[config.mk]
export PLATFORM = sky130hd
export DESIGN_NAME = diff_stream_codec
export DESIGN_NICKNAME = d
export VERILOG_FILES = /design/src/rtl/dna_pkg.sv /design/src/rtl/diff_word_core.sv /design/src/rtl/diff_stream_codec.sv
export SDC_FILE = /design/constraint.sdc
export NUM_CORES = 1
export LEC_CHECK = 0
export CELL_PAD_IN_SITES_DETAIL_PLACEMENT = 1
export CELL_PAD_IN_SITES_GLOBAL_PLACEMENT = 1
export CORE_ASPECT_RATIO = 0.7
export CORE_MARGIN = 5
export CORE_UTILIZATION = 30
export CTS_CLUSTER_DIAMETER = 80
export DETAILED_ROUTE_END_ITERATION = 16
export DONT_BUFFER_PORTS = 1
export PLACE_DENSITY_LB_ADDON = 0.12
export SLEW_MARGIN = 20
export SYNTH_ARGS = -nofsm -noshare
export SYNTH_HDL_FRONTEND = slang
export SYNTH_SLANG_ARGS = --single-unit
[constraint.sdc]
create_clock -name clk -period 6.1 [get_ports clk]
set_input_delay 1.83 -clock clk [delete_from_list [all_inputs] [get_ports clk]]
set_output_delay 1.83 -clock clk [all_outputs]
set_load 0.1 [all_outputs]
[src/rtl/dna_pkg.sv]
// Shared types and mod-4 digit arithmetic for the
// base-4 (DNA) word pipeline.
package dna_pkg;

  typedef logic [1:0] digit_t;

  typedef enum logic {
    ENC = 1'b0,
    DEC = 1'b1
  } codec_mode_e;

  typedef enum logic {
    IDLE     = 1'b0,
    IN_FRAME = 1'b1
  } frame_state_e;

  function automatic digit_t mod4_add(
    input digit_t a,
    input digit_t b
  );
    return a + b;
  endfunction

  function automatic digit_t mod4_sub(
    input digit_t a,
    input digit_t b
  );
    return a - b;
  endfunction

endpackage

[src/rtl/diff_word_core.sv]
// Combinational differential encode/decode of one word.
// Digit N-1 is coded first; ref_nxt carries into the next word.
module diff_word_core
  import dna_pkg::*;
#(
  parameter int N = 8
) (
  input  codec_mode_e      mode,
  input  digit_t           prev,
  input  logic [2*N-1:0]   word,
  output logic [2*N-1:0]   code,
  output digit_t           ref_nxt
);

  digit_t up;
  digit_t din;
  digit_t dout;

  // up tracks the raw digit on encode and the decoded digit on decode
  always_comb begin
    code = '0;
    up   = prev;
    din  = '0;
    dout = '0;
    for (int i = N - 1; i >= 0; i--) begin
      din = word[2*i +: 2];
      if (mode == ENC) begin
        dout = mod4_sub(din, up);
        up   = din;
      end else begin
        dout = mod4_add(din, up);
        up   = dout;
      end
      code[2*i +: 2] = dout;
    end
    ref_nxt = up;
  end

endmodule

[src/rtl/diff_stream_codec.sv]
// Streaming differential codec: frame FSM, carried reference,
// word counter and a one-deep registered output stage.
module diff_stream_codec
  import dna_pkg::*;
#(
  parameter int N     = 8,
  parameter int CNT_W = 16
) (
  input  logic             clk,
  input  logic             rst_n,
  input  logic             s_valid,
  output logic             s_ready,
  input  logic [2*N-1:0]   s_data,
  input  logic             s_sof,
  input  logic             s_eof,
  input  logic             mode,
  input  logic [1:0]       seed,
  output logic             m_valid,
  input  logic             m_ready,
  output logic [2*N-1:0]   m_data,
  output logic             m_sof,
  output logic             m_eof,
  output logic             m_mode,
  output logic [CNT_W-1:0] m_word_cnt
);

  frame_state_e     state_q, state_d;
  digit_t           ref_q, ref_d;
  logic             m_valid_q, m_valid_d;
  logic [2*N-1:0]   m_data_q, m_data_d;
  logic             m_sof_q, m_sof_d;
  logic             m_eof_q, m_eof_d;
  logic             m_mode_q, m_mode_d;
  logic [CNT_W-1:0] cnt_q, cnt_d;

  logic             acc;
  logic             start;
  codec_mode_e      mode_sel;
  digit_t           prev;
  logic [2*N-1:0]   code;
  digit_t           ref_nxt;

  diff_word_core #(
    .N (N)
  ) u_core (
    .mode    (mode_sel),
    .prev    (prev),
    .word    (s_data),
    .code    (code),
    .ref_nxt (ref_nxt)
  );

  // The output register doubles as the frame's mode and counter store
  always_comb begin
    s_ready  = !m_valid_q || m_ready;
    acc      = s_valid && s_ready;
    start    = (state_q == IDLE) || s_sof;
    mode_sel = start ? codec_mode_e'(mode)
                     : codec_mode_e'(m_mode_q);
    prev     = start ? digit_t'(seed) : ref_q;

    state_d   = state_q;
    ref_d     = ref_q;
    m_valid_d = m_valid_q && !m_ready;
    m_data_d  = m_data_q;
    m_sof_d   = m_sof_q;
    m_eof_d   = m_eof_q;
    m_mode_d  = m_mode_q;
    cnt_d     = cnt_q;

    if (acc) begin
      m_valid_d = 1'b1;
      m_data_d  = code;
      m_sof_d   = s_sof;
      m_eof_d   = s_eof;
      m_mode_d  = mode_sel;
      ref_d     = ref_nxt;
      state_d   = s_eof ? IDLE : IN_FRAME;
      if (start)
        cnt_d = '0;
      else if (!(&cnt_q))
        cnt_d = cnt_q + 1'b1;
    end
  end

  always_ff @(posedge clk or negedge rst_n) begin
    if (!rst_n) begin
      state_q   <= IDLE;
      ref_q     <= '0;
      m_valid_q <= 1'b0;
      m_data_q  <= '0;
      m_sof_q   <= 1'b0;
      m_eof_q   <= 1'b0;
      m_mode_q  <= 1'b0;
      cnt_q     <= '0;
    end else begin
      state_q   <= state_d;
      ref_q     <= ref_d;
      m_valid_q <= m_valid_d;
      m_data_q  <= m_data_d;
      m_sof_q   <= m_sof_d;
      m_eof_q   <= m_eof_d;
      m_mode_q  <= m_mode_d;
      cnt_q     <= cnt_d;
    end
  end

  assign m_valid    = m_valid_q;
  assign m_data     = m_data_q;
  assign m_sof      = m_sof_q;
  assign m_eof      = m_eof_q;
  assign m_mode     = m_mode_q;
  assign m_word_cnt = cnt_q;

endmodule

==> summary.md, run 1 <==
| Metric | Value |
|---|---|
| Initial Utilization | 0.3124 |
| Port buffer count | 0 |
| Hold buffer count at CTS | 0 |
| Largest net degree at the start of global routing | 40 |
| Rel. slew slack | 0.2880 |
| Final min period | 5.906 ns |
| CTS tree | yes |
| I/O pin count | 62 |
| Post-synthesis compound-gate area fraction | 0.09605 |
| Yosys reg bits | 39 |
| Detail Route Antenna Nets | 0 |
| Worst path slowest cell | or3_1 |
| H-tree level count | 2 |
| Global-route wire length before repair | approximately 11000 um |
| Post-synthesis xor/xnor area fraction | 0.1876 |
| Crit Path Max Fanout | 8 |
| Reg-to-Reg Start | state_q |
| Clock Sinks | 39 |
| Core box area | between 0.008 and 0.009 mm2 |
| Hold Violations, Final | 0 |
| Post-route total power | about 1300 uW |
| CTS clk-pin slew, worst paths | ~0.060 ns |
| DP HPWL | 5050 um |
| Worst min path class | reg -> reg |
| Nets | 339 |
| Worst EP arrival | a little over 6 ns |
| Dpl ws | -0.3237 ns |
| Setup slack after layout | 0.1937 ns |
| CP Launch Point | s_sof |
| Antenna violations before repair | 0 |
| Clock Path Buffers | 2 |
| Final Util | 0.3922 |
| Final Cell Area | between 0.003 and 0.004 mm2 |
| Hold Path Origin | ref_q[0] |
| Fillers | between 900 and 1k |
| Die W | 119.1 um |
| Skew final | about 0.0065 ns |
| Cts bufs inserted | 5 |
| CP peak stage delay | 0.31 ns |
| MaxCap Viol Count | 0 |
| Dominant combinational cell family by area after synthesis | XOR/XNOR gates |
| Antenna cells | 0 |
| Top delay family on crit path | adder cells |
| Syn Area/Cell | about 9 um2 |
| Multiplexer area fraction after synthesis | 0.02451 |
| Slew @ Worst Pin | between 1 and 1.5 ns |
| Detailed Route Iter0 Violations | 52 |
| Share of cells above drive strength 1 | 0.2136 |
| CP Data Required Time | ~6.3 ns |
| Total power divided by cell area | approximately 400 mW/mm2 |
| Placed cells | 381 |
| Fin. max-slew vios | 0 |
| Average wire per standard cell | between 15 and 20 um |
| Endpoint class of the critical path | register |
| Area delta synth->final | 25.56% |
| Mapped cell area | approximately 0.0025 mm2 |
| Status | completed |
| Drt via density | ~4.8 |
| Post-Syn Instances | around 270 |
| First-pass DRT Iterations | 4 |
| CP Launch Type | primary input |
| Total number of vias | around 1.9k |
| Post-Synth Simple-Gate Area | 0.1741 |
| Critical setup path kind | in -> reg |
| Vias in the first global route | 1999 |
| Final setup viols | 0 |
| # rows | 27 |
| Period utilization | 0.9682 |
| Post-synthesis adder-cell area fraction | 0.1001 |
| Syn nets | roughly 320 |
| Placed cell areas | 0.002764 mm2 |
| Peak supply drop | between 150 and 200 uV |
| Wirelength, routed | between 6000 and 7000 um |
| Worst-Skew Late Latency | around 0.28 ns |
| Total grt overflow | 0 |
| Most frequent cells in the layout | dfrtp_1 (39), nand2_1 (38), nor2_1 (28), o21ai_0 (26), buf_4 (24) |
| CP most frequent cell | ha_4 |
| All-Layer GR Usage | 0.1326 |
| Netlist cell types | 32 |
| Die area | roughly 0.010 mm2 |
| Sequential area share after synthesis | 0.3902 |
| GP Congestion | about 0.74 |
| CTS root buffer | clkbuf_16 |
| Residual DRC count | 0 |
| Final std cells w/o fill | 396 |
| Lkg Pwr | between 0.001 and 0.0015 uW |
| Die Y | between 80 and 90 um |
| Commonest non-fill, non-tap cell in the layout | dfrtp_1 |
| Worst Path Buf+Inv | 1 |
| Synth Warn # | 0 |
| Max frequency | between 150 and 200 MHz |
==> cell usage after synthesis, drive strengths merged <==
library cell	instances	area, um2
nand2	41	153.9
dfrtp	39	975.9
nor2	30	112.6
o21ai	29	145.1
xnor2	23	216.5
ha	20	250.2
xor2	18	157.7
a21oi	10	50.05
clkbuf	9	33.78
inv	8	30.03
nand3	8	40.04
mux2i	5	50.05
nand2b	5	31.28
nor3	4	20.02
a21o	2	15.01
and2	2	12.52
and3	2	12.51
nand4	2	12.51
or2	2	12.51
or3	2	12.51
xnor3	2	45.04
xor3	2	50.05
a21boi	1	7.510
a31oi	1	6.260
and4	1	8.760
buf	1	5.000
mux2	1	11.26
nor2b	1	6.260
o31ai	1	7.510
o41ai	1	8.760
==> worst reg2reg max path, delay by kind of cell, from the launching register on <==
kind / cells / cell delay, ns
adders and majority gates: 7 / 1.81
AOI/OAI and AO/OA: 7 / 1.11
and+or+nand+nor: 7 / 0.75
xor gates and xnor gates: 4 / 0.69
DFF: 1 / 0.42
==> through the flow <==
| step | hold slack (ns) | setup TNS, ns |
|---|---|---|
| 2_1_floorplan | 0.4497 | -0.1768 |
| 3_5_place_dp | 0.4824 | -0.9891 |
| 4_1_cts | 0.4988 | 0 |
| 5_1_grt | 0.5492 | -0.05997 |
| 6_report | 0.4913 | 0 |
| 3_3_place_gp | 0.4746 | -0.4341 |
==> worst paths after layout <==
check                                 end  slack, ns  cells past startpoint
min in group asynchronous  m_word_cnt[14]       1.24                      0
max reg2reg                      ref_q[1]       1.26                     25
max                              ref_q[1]       0.19                     25
max in group asynchronous  m_word_cnt[11]       4.77                      0
min reg2reg                      ref_q[0]       0.49                      2
min                              ref_q[0]       0.49                      2
==> repair_timing <==
| item | 4_1_cts | 5_1_grt |
|---|---|---|
| gates resized for setup | 1 | 21 |
| setup endpoints to repair | 2 | 4 |
| buffers inserted | 2 | 5 |
| gates cloned | 0 | 0 |
| pin swaps | 3 | 15 |
==> per-layer routing <==
metal  part of all wire  routed length, um  track usage
met4             0.0062                 42      0.02839
met3              0.075                510      0.05675
met1               0.49               3315       0.1738
met5                  0                  0            0
met2               0.43               2942       0.2045
==> final cells by class <==
cell class | count | area, um2 | area share
repair buffers | 24 | 180.2 | 0.05737
flip-flops and latches | 39 | 975.9 | 0.3108
well taps | 101 | 126.4 | 0.04024
inverters | 8 | 30.03 | 0.009562
multi-input cells | 216 | 1654 | 0.5267
clock buffers | 6 | 138.9 | 0.04422
clock inverters | 2 | 35.03 | 0.01116
==> sequential cells by signal (all words and copies together) (netlist names) <==
name and count:
m_data 16, m_word_cnt 16, ref_q 2, m_eof 1
m_mode 1, m_sof 1, m_valid 1, state_q 1
==> where the power goes <==
group	internal (uW)	switching (uW)	total, uW
Sequential	294	299	593
Clock	204	109	313
Combinational	189	173	362
Total	687	581	1270
==> logic make-up (layout without fill, tap and decap cells) <==
kind of cell | Yosys count | after routing
compound gates | 45 | 45
xor+xnor | 45 | 45
fa+ha+maj | 20 | 20
buf+inv | 18 | 40
flops | 39 | 39
mux | 6 | 6
simple gates | 100 | 100
(Power assumes the default switching activity.)
==> inputs of run 2 (changes only) <==
--- a/config.mk
+++ b/config.mk
@@ -9,7 +9,7 @@
 export CELL_PAD_IN_SITES_GLOBAL_PLACEMENT = 1
 export CORE_ASPECT_RATIO = 0.7
 export CORE_MARGIN = 5
-export CORE_UTILIZATION = 30
+export CORE_UTILIZATION = 25
 export CTS_CLUSTER_DIAMETER = 80
 export DETAILED_ROUTE_END_ITERATION = 16
 export DONT_BUFFER_PORTS = 1
==> run 2 against run 1 <==
Against the previous run: clock-buffer cell count unchanged; largest power group unchanged; sequential power hardly changed; largest cell class unchanged; combinational power shrank 3%; global-route usage fell by 1.2 points; sequential cell count is the same; power down 0.11%.
==> summary.md, run 2 (same netlist as run 1, synthesis figures left out) <==
| Metric | Value |
|---|---|
| Fillers | approximately 1.1k |
| Total power divided by cell area | 403.1 mW/mm2 |
| Post-route total power | about 1300 uW |
| Largest net degree at the start of global routing | 42 |
| Hold Violations, Final | 0 |
| Sequential Area | ~980 um2 |
| Detailed Route Iter0 Violations | 40 |
| Slew @ Worst Pin | between 1 and 1.5 ns |
| Endpoint class of the critical path | register |
| Placed cell areas | ~0.0028 mm2 |
| Reg2reg path depth | 25 |
| Worst min path class | reg -> reg |
| Final Util | 0.3232 |
| Worst EP arrival | around 6.2 ns |
| Initial Utilization | 0.2573 |
| Skew final | ~0.0025 ns |
| Total number of vias | 1886 |
| CP Data Required Time | ~6.3 ns |
| Max frequency | between 150 and 200 MHz |
| Global-route wire length before repair | around 11000 um |
| Crit Path Max Fanout | 3 |
| Clock Path Buffers | 2 |
| Most frequent cells in the layout | dfrtp_1 (39), nand2_1 (38), nor2_1 (28), o21ai_0 (27), xnor2_1 (20) |
| RSZ-0062 raised after global routing | true |
| Most used routing layer | met2 |
| CTS clk-pin slew, worst paths | 0.06 ns |
| Status | completed |
| Hold depth | 2 |
| CP peak stage delay | between 0.3 and 0.4 ns |
| Residual DRC count | 0 |
| Fin. max-slew vios | 0 |
| GP Congestion | about 0.73 |
| Dpl ws | -0.2537 ns |
| Average wire per standard cell | about 17 um |
| Final min period | around 6.0 ns |
| Period utilization | 0.9795 |
| Die W | 129.6 um |
| FF-to-FF End | ref_q[1] |
| Peak supply drop | 161.8 uV |
| Wirelength, routed | 7048 um |
| MaxCap Viol Count | 0 |
| Clock Sinks | 39 |
| Rel. slew slack | 0.3161 |
| M3 GR Usage | 0.04489 |
| Cts bufs inserted | 5 |
| Antenna violations before repair | 0 |
| Hold Path Origin | ref_q[0] |
| Port buffer count | 0 |
| Commonest non-fill, non-tap cell in the layout | dfrtp_1 |
| First-pass DRT Iterations | 4 |
| Vias in the first global route | 2000 |
| Die Y | 93.69 um |
| Worst path slowest cell | or3_1 |
| Antenna cells | 0 |
| Worst-Skew Late Latency | slightly below 0.3 ns |
| Drt via density | 4.512 |
| R2r setup slk | 1.21 ns |
| Core box area | between 0.009 and 0.01 mm2 |
| DP HPWL | between 5000 and 6000 um |
| H-tree level count | 2 |
| Final std cells w/o fill | 418 |
| CP most frequent cell | ha_4 |
| Total grt overflow | 0 |
| Final Cell Area | 0.003142 mm2 |
| Placed cells | roughly 400 |
| Final setup viols | 0 |
| Met2 Usage GRT | 0.1746 |
| Hold path endpoint | ref_q[0] |
| Met1 usage | 0.1692 |
| Nets | around 330 |
| Lkg Pwr | between 0.001 and 0.0015 uW |
| Share of cells above drive strength 1 | 0.1966 |
| CTS root buffer | clkbuf_16 |
| Setup slack after layout | 0.1248 ns |
| Area delta synth->final | 25.61% |
| Footprint of the multi-input gates | 0.001655 mm2 |
| I/O pin count | 62 |
| All-Layer GR Usage | 0.1211 |
| Detail Route Antenna Nets | 0 |
| CP Launch Type | primary input |
| Critical setup path kind | in -> reg |
| Reg-to-Reg Start | state_q |
| CTS tree | yes |
| # rows | 30 |
| Die area | between 0.01 and 0.015 mm2 |
[run 2: cell types whose count changed in the layout (fill, tap and decap cells not counted), sizes merged]
cell | previous run | this run
buf | 24 | 19
[run 2: worst max-delay path by stage]
stage / from / to / cells past startpoint
finish: s_sof / ref_q[1] / 25
global route: s_sof / ref_q[1] / 25
CTS: s_sof / ref_q[1] / 25
detailed placement: s_sof / ref_q[1] / 25
global placement: s_sof / ref_q[1] / 25
floorplan: s_sof / ref_q[1] / 27
[run 2: critical path, delay by kind of cell]
kind	cells	cell delay (ns)
fa+ha+maj	7	1.63
simple gates	7	0.83
compound gates	7	1.20
xor+xnor	4	0.70
[run 2: per-stage QoR]
stage | hold slack [ns] | TNS, ns
detailed placement | 0.4928 | -0.6769
floorplan | 0.4497 | -0.1768
finish | 0.5019 | 0
global placement | 0.4906 | -0.4261
CTS | 0.5117 | 0
global route | 0.5545 | -0.1704
[run 2: cell type report]
cell class	count	share of cell area
inverters	8	0.009558
multi-input cells	216	0.5269
flip-flops and latches	39	0.3106
well taps	128	0.05098
repair buffers	19	0.04659
clock inverters	2	0.01115
clock buffers	6	0.04421
[run 2: report_power, final]
part | leakage [uW] | total (uW) | internal, uW | switching (uW)
Combinational | 0.000812 | 352 | 182 | 170
Sequential | 0.000503 | 595 | 294 | 301
Clock | 0.0000868 | 320 | 204 | 116
[run 2: timing repair]
action	4_1_cts	5_1_grt
setup buffers	0	2
resized for setup	0	22
hold buffers	0	0
endpoints found under the setup margin	0	4
[run 2: per-layer routing]
| metal | vias to the layer above | wire length [um] |
|---|---|---|
| met2 | 30 | 3042 |
| met5 | - | 0 |
| met4 | 0 | 75 |
| met1 | 917 | 3449 |
| li1 | 934 | - |
| met3 | 5 | 480 |
==> inputs of run 3 (changes only) <==
==> constraint.sdc (replaced) <==
create_clock -name clk -period 6.1 [get_ports clk]
set_input_delay 0.305 -clock clk [delete_from_list [all_inputs] [get_ports clk]]
set_output_delay 0.305 -clock clk [all_outputs]
set_load 0.1 [all_outputs]
==> run 3 against run 2 <==
Against the previous run: clock skew is 0.0051 ns higher; sequential power hardly changed; power is 6.2% lower; worst setup slack better by 0.51 ns; clock-buffer cell count is 1 lower; sequential cell count stayed put; sequential share of layout area is 3.0 points higher; cell count is 2.9% lower; worst hold slack worse by 0.38 ns; largest power group unchanged.
==> summary.md, run 3 (same netlist as run 1, synthesis figures left out) <==
| Metric | Value |
|---|---|
| GP Congestion | about 0.72 |
| Die area | 0.01214 mm2 |
| I/O pin count | between 60 and 70 |
| Worst-Skew Late Latency | between 0.2 and 0.3 ns |
| Total power divided by cell area | a little over 400 mW/mm2 |
| Residual DRC count | 0 |
| Resized cells post-CTS | 0 |
| Slew @ Worst Pin | around 1.1 ns |
| CP Launch Type | register |
| Vias in the first global route | about 2.0k |
| Status | completed |
| Skew final | around 0.0076 ns |
| Die Y | around 94 um |
| Largest net degree at the start of global routing | 40 |
| CP most frequent cell | ha_1 |
| CTS root buffer | clkbuf_16 |
| Cts bufs inserted | 5 |
| Die W | ~130 um |
| Net Sw Power | 563.7 uW |
| Most frequent cells in the layout | nand2_1 (41), dfrtp_1 (39), nor2_1 (30), o21ai_0 (29), xnor2_1 (21) |
| Worst path slowest cell | dfrtp_1 |
| Peak supply drop | around 210 uV |
| Antenna cells | 0 |
| Detail Route Antenna Nets | 0 |
| Period utilization | 0.8955 |
| Critical setup path kind | reg -> reg |
| Internal power | roughly 620 uW |
| Area delta synth->final | 14.61% |
| Clock Path Buffers | 2 |
| All-Layer GR Usage | 0.1174 |
| Worst EP arrival | 5.67 ns |
| # rows | 30 |
| Final Util | 0.2949 |
| Average wire per standard cell | roughly 16 um |
| Combinational Power Share | 0.243 |
| Sequential share of power | 0.499 |
| Total grt overflow | 0 |
| CP Data Required Time | approximately 6.3 ns |
| RSZ-0062 raised after global routing | false |
| Endpoint class of the critical path | register |
| Min Hold Slack | 0.1253 ns |
| Setup_tns | 0 ns |
| Final setup viols | 0 |
| Clock share of power | 0.258 |
| Worst min path class | in -> reg |
| Port buffer count | 0 |
| H-tree level count | 2 |
| Initial Utilization | 0.2573 |
| Nets | 322 |
| Crit Path Max Fanout | 9 |
| Final std cells w/o fill | roughly 410 |
| First-pass DRT Iterations | 4 |
| Core box area | ~0.01 mm2 |
| Sw Share | 0.4744 |
| Drt via density | 4.461 |
| DP HPWL | 5125 um |
| CTS clk-pin slew, worst paths | around 0.07 ns |
| Rel. slew slack | 0.2614 |
| CTS tree | yes |
| Max frequency | between 150 and 200 MHz |
| R2r setup slk | about 0.64 ns |
| Fin. max-slew vios | 0 |
| Placed cells | 396 |
| CP peak stage delay | 0.39 ns |
| Commonest non-fill, non-tap cell in the layout | nand2_1 |
| Antenna violations before repair | 0 |
| Lkg Pwr | 0.001321 uW |
| Share of cells above drive strength 1 | 0.07554 |
| Final min period | around 5.5 ns |
| MaxCap Viol Count | 0 |
| Wirelength, routed | around 6600 um |
| Hold Violations, Final | 0 |
| Global-route wire length before repair | ~11000 um |
| Total number of vias | around 1.8k |
| Detailed Route Iter0 Violations | 61 |
| Clock Sinks | 39 |
run 3: cell count changes in the layout (fill, tap and decap cells not counted), sizes merged:
cell | before | now
clkbuf | 6 | 5
clkinv | 1 | 2
buf | 19 | 6
dlygate4sd3 | 0 | 1
run 3: final timing paths:
kind	startpoint	end	depth (start not counted)
max	state_q	ref_q[1]	25
min	s_eof	state_q	1
max reg2reg	state_q	ref_q[1]	25
min reg2reg	ref_q[0]	ref_q[0]	2
max in group asynchronous	rst_n	m_data[14]	2
min in group asynchronous	rst_n	m_data[4]	2
run 3: stage by stage:
stage	total power (uW)	worst slack, ns	area (um2)
6_report	1188	0.6376	2867
5_1_grt	1257	0.05937	2867
4_1_cts	1210	0.5485	2867
3_5_place_dp	886.6	0.5594	2660
3_3_place_gp	884.9	0.7185	2660
2_1_floorplan	825.4	0.4426	2501
run 3: repair_timing:
action                    CTS  global route
hold endpoints to repair   39             0
hold buffers                2             0
buffers inserted            0             0
run 3: power by group through the flow:
stage	Sequential [uW]	Combinational, uW	Clock [uW]
finish	593	289	306
global route	601	329	327
CTS	596	297	317
detailed placement	601	286	0
global placement	601	284	0
floorplan	597	228	0
run 3: routing by layer:
layer | GRT usage | vias up | wire (um) | part of all wire
li1 | - | 908 | - | -
met1 | 0.1687 | 864 | 3312 | 0.50
met2 | 0.1612 | 37 | 2632 | 0.40
met3 | 0.05284 | 2 | 630 | 0.095
met4 | 0.02336 | 0 | 45 | 0.0068
met5 | 0 | - | 0 | 0
run 3: final cells by class:
class,instances,area [um2]
fill,1125,6855
multi-input combinational,216,1456
sequential,39,975.9
tap,128,160.2
clock buffer,5,125.1
timing repair buffer,7,75.07
clock inverter,3,43.79
inverter,8,30.03
run 3: critical path, delay by kind of cell, from the launching register on:
kind / cells / cell delay, ns
AND/OR/NAND/NOR: 7 / 1.20
adder cells (fa/ha/maj): 8 / 2.07
XOR/XNOR: 2 / 0.23
flip-flops: 1 / 0.39
AO/OA/AOI/OAI: 8 / 1.49
